[src/rtl/counter_seq_ctrl_pkg.sv]
// Shared types and constants for the counter sequencer: FSM states,
// default widths and the illegal epoch target.
package counter_seq_ctrl_pkg;

  typedef enum logic [1:0] {
    ST_IDLE  = 2'd0,
    ST_CLEAR = 2'd1,
    ST_RUN   = 2'd2,
    ST_DONE  = 2'd3
  } state_t;

  localparam int DEF_PRESCALE_W = 8;
  localparam int DEF_EPOCH_W    = 8;
  localparam int EPOCHS_ILLEGAL = 0;

endpackage

[src/rtl/counter_seq_ctrl_tick_gen.sv]
// Prescale divider: emits one tick every prescale+1 enabled cycles,
// restarting from zero whenever it is cleared.
module counter_seq_ctrl_tick_gen #(
  parameter int PRESCALE_W = 8
) (
  input  logic                  clk,
  input  logic                  rst,
  input  logic                  i_clear,
  input  logic                  i_en,
  input  logic [PRESCALE_W-1:0] i_prescale,
  output logic                  o_tick
);

  logic [PRESCALE_W-1:0] r_presc;
  logic                  w_hit;

  assign w_hit  = (r_presc == i_prescale);
  assign o_tick = i_en & w_hit;

  always_ff @(posedge clk) begin
    if (rst || i_clear) begin
      r_presc <= '0;
    end else if (i_en) begin
      if (w_hit) begin
        r_presc <= '0;
      end else begin
        r_presc <= r_presc + PRESCALE_W'(1);
      end
    end
  end

endmodule

[src/rtl/counter_seq_ctrl.sv]
// Sequencer for the 4-bit enable-gated counter macro: paces its clkEn,
// counts wrap events and reports completion via start/busy/done.
module counter_seq_ctrl
  import counter_seq_ctrl_pkg::*;
#(
  parameter int PRESCALE_W = DEF_PRESCALE_W,
  parameter int EPOCH_W    = DEF_EPOCH_W
) (
  input  logic                  clk,
  input  logic                  rst,
  input  logic                  start,
  input  logic                  abort,
  input  logic                  auto_reload,
  input  logic [PRESCALE_W-1:0] prescale,
  input  logic [EPOCH_W-1:0]    epochs,
  input  logic                  cnt_co,
  output logic                  cnt_rst,
  output logic                  cnt_en,
  output logic                  cnt_clkEn,
  output logic                  busy,
  output logic                  done,
  output logic                  aborted,
  output logic                  err,
  output logic [EPOCH_W-1:0]    epoch_cnt
);

  state_t                r_state;
  state_t                w_state_next;
  logic [PRESCALE_W-1:0] r_prescale_q;
  logic [EPOCH_W-1:0]    r_epochs_q;
  logic [EPOCH_W-1:0]    r_epoch_cnt;
  logic                  r_auto_reload_q;
  logic                  r_aborted;
  logic                  r_err;

  logic                  w_idle;
  logic                  w_run;
  logic                  w_tick;
  logic                  w_epoch_event;
  logic                  w_last_epoch;
  logic                  w_epochs_zero;
  logic                  w_start_ok;
  logic                  w_start_bad;
  logic                  w_abort_run;
  logic [EPOCH_W:0]      w_epoch_inc;

  assign w_idle        = (r_state == ST_IDLE);
  assign w_run         = (r_state == ST_RUN);
  assign w_epochs_zero = (epochs == EPOCH_W'(EPOCHS_ILLEGAL));
  assign w_start_ok    = w_idle & start & ~abort & ~w_epochs_zero;
  assign w_start_bad   = w_idle & start & ~abort & w_epochs_zero;
  assign w_abort_run   = ~w_idle & abort;
  assign w_epoch_event = w_run & w_tick & cnt_co;
  // One extra bit so the target compare cannot alias at the maximum epoch count.
  assign w_epoch_inc   = {1'b0, r_epoch_cnt} + (EPOCH_W + 1)'(1);
  assign w_last_epoch  = (w_epoch_inc == {1'b0, r_epochs_q});

  counter_seq_ctrl_tick_gen #(
    .PRESCALE_W (PRESCALE_W)
  ) u_tick_gen (
    .clk        (clk),
    .rst        (rst),
    .i_clear    (r_state == ST_CLEAR),
    .i_en       (w_run),
    .i_prescale (r_prescale_q),
    .o_tick     (w_tick)
  );

  always_comb begin
    w_state_next = r_state;
    case (r_state)
      ST_IDLE:  if (w_start_ok) w_state_next = ST_CLEAR;
      ST_CLEAR: w_state_next = ST_RUN;
      ST_RUN:   if (w_epoch_event && w_last_epoch) w_state_next = ST_DONE;
      ST_DONE:  w_state_next = r_auto_reload_q ? ST_CLEAR : ST_IDLE;
      default:  w_state_next = ST_IDLE;
    endcase
    // Abort wins over completion and over auto-reload.
    if (w_abort_run) begin
      w_state_next = ST_IDLE;
    end
  end

  always_ff @(posedge clk) begin
    if (rst) begin
      r_state         <= ST_IDLE;
      r_prescale_q    <= '0;
      r_epochs_q      <= '0;
      r_auto_reload_q <= 1'b0;
      r_epoch_cnt     <= '0;
      r_aborted       <= 1'b0;
      r_err           <= 1'b0;
    end else begin
      r_state   <= w_state_next;
      r_aborted <= w_abort_run;
      r_err     <= w_start_bad;
      if (w_start_ok) begin
        r_prescale_q    <= prescale;
        r_epochs_q      <= epochs;
        r_auto_reload_q <= auto_reload;
      end
      if (r_state == ST_CLEAR) begin
        r_epoch_cnt <= '0;
      end else if (w_epoch_event) begin
        r_epoch_cnt <= w_epoch_inc[EPOCH_W-1:0];
      end
    end
  end

  assign cnt_rst   = rst | (r_state == ST_CLEAR);
  assign cnt_en    = w_run;
  assign cnt_clkEn = w_tick;
  assign busy      = ~w_idle;
  assign done      = (r_state == ST_DONE);
  assign aborted   = r_aborted;
  assign err       = r_err;
  assign epoch_cnt = r_epoch_cnt;

endmodule
[config.mk]
export PLATFORM = sky130hd
export DESIGN_NAME = counter_seq_ctrl
export DESIGN_NICKNAME = d
export VERILOG_FILES = /design/src/rtl/counter_seq_ctrl_pkg.sv /design/src/rtl/counter_seq_ctrl_tick_gen.sv /design/src/rtl/counter_seq_ctrl.sv
export SDC_FILE = /design/constraint.sdc
export NUM_CORES = 1
export LEC_CHECK = 0
export ABC_AREA = 0
export CAP_MARGIN = 20
export CORE_ASPECT_RATIO = 1.25
export CORE_UTILIZATION = 51
export DETAILED_ROUTE_END_ITERATION = 10
export GPL_TIMING_DRIVEN = 1
export PLACE_DENSITY = 0.79
export REMOVE_ABC_BUFFERS = 1
export SYNTH_ARGS = -nofsm -noshare
export SYNTH_HDL_FRONTEND = slang
export SYNTH_HIERARCHICAL = 1
export SYNTH_SLANG_ARGS = --single-unit
[constraint.sdc]
create_clock -name clk -period 3.3 [get_ports clk]
set_clock_uncertainty 0.1 [all_clocks]
set_input_delay 0.66 -clock clk [delete_from_list [all_inputs] [get_ports clk]]
set_output_delay 0.66 -clock clk [all_outputs]
set_load 0.005 [all_outputs]
# Word level (Yosys, flattened, before mapping)
# Index checks and enable logic that the tools add are counted.
# totals
input_bits	22
elab_cells	41
reg_bits	37
output_inout_bits	15
# op_classes
addsub	2
n_eq_ne	7
mux	5
bitwise_logic	12
reduce_logical	7
# op_table
op	count
adder 8 x 1 -> 9 bit (second input constant)	1
== test 9 x 8 -> 1 bit	1
adder 8 x 1 -> 8 bit (second input constant)	1
AND 1 bit	8
== test 8 bit	1
zero test 8 bit	1
2-to-1 mux 8 bit	1
one-hot mux 2 bit (4 select lines)	1
== test 2 bit (second input constant)	2
2-to-1 mux 2 bit	2
OR reduction 2 bit	2
inverter 1 bit	3
== test 2 x 1 -> 1 bit (second input constant)	1
zero test 2 bit	1
inequality test 2 x 1 -> 1 bit (second input constant)	1
inequality test 2 bit (second input constant)	1
AND reduction 2 bit	1
logical AND 1 bit	1
logical OR 1 bit	1
2-to-1 mux 1 bit	1
bitwise OR 1 bit	1

# Longest topological paths before layout
# logic_depth
ltp_word	7
depth_mapped	11
depth_no_buf	10

# Modules after synthesis
# Netlist, hierarchy kept.
# by_module_without_submodules
mod	instances	cells_per_inst	area_each_um2	seq_area_each_um2
counter_seq_ctrl	1	158	1446.4	580.6
counter_seq_ctrl_tick_gen	1	49	434.2	160.2

# Least setup slack after synthesis
# OpenSTA, ideal clock, no wires.
# synth_timing
kind	flip-flop to flip-flop
start	register r_state[0]
end	register r_state[0]
path_stages_with_launch	12
setup_ns	0.119
n_path_buf	1
required_ns	3.081
arrival_ns	2.465
path_slack_ns	0.616
synth_period_minus_slack_ns	2.684
path_cell_list	dfxtp_1 > inv_1 > ha_1 > buf_2 > nand2_1 > nor3_1 > nand3_1 > nor3_1 > o211ai_1 > o41ai_4 > mux2i_1 > nor3b_2
# synth_via
elab_chain_len	7
word_cells_on_any_way	18
cone_classes	eq/ne (5); mux (1); bitwise (8); reduce/logical (4)
# synth_lines
element	line_no	source
start: declaration	counter_seq_ctrl.sv:27	state_t r_state;
start signal: assignment	counter_seq_ctrl.sv:94	r_state <= w_state_next;
== test 2 bit	counter_seq_ctrl.sv:48	assign w_run = (r_state == ST_RUN);
net cnt_en	counter_seq_ctrl.sv:18	output logic cnt_en,
AND 1 bit	counter_seq_ctrl_tick_gen.sv:18	assign o_tick = i_en & w_hit;
net cnt_clkEn	counter_seq_ctrl.sv:19	output logic cnt_clkEn,
AND 1 bit (2 in a row)	counter_seq_ctrl.sv:53	assign w_epoch_event = w_run & w_tick & cnt_co;
logical AND 1 bit	counter_seq_ctrl.sv:74	ST_RUN: if (w_epoch_event && w_last_epoch) w_state_next = ST_DONE;
inequality test 2 bit (no line)	-	
AND reduction 2 bit (no line)	-	
# The timed path passes the listed nets, and every way through them passes these cells.
# A chain may end at the register's enable or synchronous reset.

# Worst setup path in the final report
# layout_timing
start	register u_tick_gen.r_presc[0]
end	output cnt_clkEn
# layout_via
elab_chain_len	2
# layout_lines
element	line_no	source
start: declaration	counter_seq_ctrl_tick_gen.sv:14	logic [PRESCALE_W-1:0] r_presc;
start signal: assignment	counter_seq_ctrl_tick_gen.sv:27	r_presc <= r_presc + PRESCALE_W'(1);
== test 8 bit	counter_seq_ctrl_tick_gen.sv:17	assign w_hit = (r_presc == i_prescale);
AND 1 bit	counter_seq_ctrl_tick_gen.sv:18	
end: declaration	counter_seq_ctrl.sv:19	
# Every way passes these cells.

==> results.md <==
- Pre-CTS setup slack: 0.5715 ns
- Post-route minimum period: 2.743 ns
- Worst Tran Pin Value: 0.5398 ns
- Crit path arrival time: 1.98 ns
- Max-slew violation count: 0
- Crit path cell chain: xnor2_1 > nand4_1 > nor3_1 > clkdlybuf4s50_1
- Die H: 69.89 um
- Period utilization: 83.12%
- Initial antenna violation count: 0
- Vias in the first global route: 1526
- Layout cells sized above 1: 6.504%
- Buffers plus inverters on the worst setup path: 1
- Power Density: 518.1 nW/um2
- F_max: 364.6 MHz
- Setup WS post-layout: 0.5570 ns
- Critical Path RT: 2.54 ns
- Crit Path Max Fanout: 4
- CTS Buffer Depth: 2
- HP Class: reg -> reg
- CTS tree: done
- Total track usage: 22.10%
- Final setup fails: 0
- Cells after DPL: 278
- R2R Setup Slk: 0.72 ns
- First-pass GRT wire length: 6665 um
- Drt total wl: 3947 um
- RSZ-0062 raised after global routing: false
- I/O pin cnt: 37
- Hold buffers post-CTS: 0
- Synthesized instance count: 207
- Initial DRC Count: 40
- Maximum vdd drop: 0.4216 mV
- Count leader, synth: dfxtp_1
- Port Buffers: 36
- Syn Std Cell Area: 1881 um2
- Post-synth top flop: dfxtp_1
- Worst path max stage delay: 0.59 ns
- Register area share after synthesis: 39.39%
- Dpl hpwl: 2856 um
- Total CTS buffers: 5
- Largest net degree at the start of global routing: 22
- Setup TNS: 0 ns
- Top cell type's share of synthesized area: 39.39%
- DR vias: 1561
- Critical path endpoint category: primary output
- Resize count post-CTS: 0
- CP top delay family: buffers and inverters
- Yosys warning total: 6
- DR pass1 iterations: 4
- H-tree Lvls: 2
- Skew-Pair Late Insertion Delay: 0.30 ns
- Pwr Total: 1.237 mW
- Yosys cell types: 33
- # diodes: 0
- GPL Wtd Cong: 0.8353
- Die Area: 3936 um2
- Area contributors post-synth: dfxtp_1 (39%), mux2i_1 (11%), xnor2_1 (8.4%)
- Filler instances: 314
- Leakage Power: 0.8683 nW
- Overflow after GRT: 0
- Area delta synth->final: 27.01%
- Minimum hold slack: 0.4052 ns
- Largest area contributor in the netlist: dfxtp_1
- Hold Fails Final Rpt: 0
- Kind of critical path: reg -> out
- Sink Count: 37
- Layout Nets: 274
- Avg Cell Area, Syn: 9.085 um2
- Die Width: 56.31 um
- Final cell count without fillers: 285
- Ys async rst share: 0%
- Vias per inst: 5.477
- Residual DRC count: 0
- Synth Register Bits: 37
- Final ANT Viol Nets: 0
- Total setup buffers inserted after CTS: 0
- Core Area: 3513 um2
- Status: complete, no violations
- Slowest cell on the critical path: clkdlybuf4s50_1
- Standard-cell rows: 24
- CTS clk-pin slew, worst paths: 0.07 ns
- CTS root buffer: clkbuf_8
- Max-Cap Viols: 0
- Max_slew headroom: 63.71%
- WL per Instance: 13.85 um
- Post-synth EDFFs: 0
- CP startpoint kind: flip-flop
- Synth top cells by count: dfxtp_1 (37), nor2_1 (36), mux2i_1 (21), xnor2_1 (18), nand2_1 (14)
- Initial core utilization: 53.53%
## final timing paths
kind	startpoint	to	depth (start not counted)
hold reg to reg	r_auto_reload_q$_SDFFE_PP0P_	r_auto_reload_q$_SDFFE_PP0P_	2
setup / recovery	u_tick_gen/r_presc[0]$_SDFFE_PP0P_	cnt_clkEn	4
hold / removal	r_auto_reload_q$_SDFFE_PP0P_	r_auto_reload_q$_SDFFE_PP0P_	2
setup reg to reg	u_tick_gen/r_presc[0]$_SDFFE_PP0P_	r_state[0]$_SDFFE_PP0P_	9
## layout make-up
| cell class | instances | area [um2] | area share [%] |
|---|---|---|---|
| Multi-Input combinational cell | 158 | 1090 | 45.63 |
| Sequential cell | 37 | 740.7 | 31.01 |
| Timing Repair Buffer | 40 | 390.4 | 16.34 |
| Clock buffer | 5 | 68.82 | 2.881 |
| Tap cell | 39 | 48.80 | 2.043 |
| Clock inverter | 2 | 35.03 | 1.467 |
| Inverter | 4 | 15.01 | 0.6286 |
## cell families after synthesis
logic type | Yosys count | share of synthesized area, %
AO/OA/AOI/OAI | 20 | 8.649
XOR/XNOR | 27 | 12.58
adder cells (fa/ha/maj) | 6 | 3.992
buffers and inverters | 12 | 2.661
flip-flops | 37 | 39.39
multiplexers | 21 | 11.18
AND/OR/NAND/NOR | 84 | 21.56
## where the power goes
group	switching, mW	leakage, nW	total (mW)	internal (mW)
clock network	0.164	0.0540	0.384	0.220
registers	0.0317	0.300	0.512	0.480
logic	0.171	0.514	0.341	0.170
## layout by cell type, fill, tap and decap left out, types with 6 or more instances in the layout
| cell type | n |
|---|---|
| a21oi_1 | 6 |
| clkdlybuf4s50_1 | 36 |
| dfxtp_1 | 37 |
| ha_1 | 6 |
| mux2i_1 | 21 |
| nand2_1 | 14 |
| nand3_1 | 6 |
| nor2_1 | 36 |
| xnor2_1 | 18 |
| xor2_1 | 9 |
## registers in the layout, indices dropped and copies added, names as in the netlist
| register | cells |
|---|---|
| r_epochs_q | 8 |
| r_prescale_q | 8 |
| u_tick_gen/r_presc | 8 |
| epoch_cnt | 8 |
| r_auto_reload_q | 1 |
| err | 1 |
| aborted | 1 |
| r_state | 2 |
## per-stage QoR
stage,utilization [%],instance area [um2]
3_5_place_dp,65.03,2285
4_1_cts,67.98,2389
3_3_place_gp,65.03,2285
6_report,67.98,2389
2_1_floorplan,-,1846
5_1_grt,67.98,2389
## routing by layer
metal  GRT usage [%]  wire [um]  vias to the layer above  share of wire [%]
met5               0          0                        -                  0
met4           10.84        102                        0                2.6
met3           5.741        159                        7                4.0
met2           37.43       1947                       36                 49
met1           25.56       1736                      728                 44
li1                -          -                      790                  -
## worst min-delay path, delay by kind of cell (launching register included)
kind | cells | cell delay [ns]
and+or+nand+nor | 1 | 0.07
muxes | 1 | 0.07
DFF | 1 | 0.34
(Power assumes the default switching activity.)
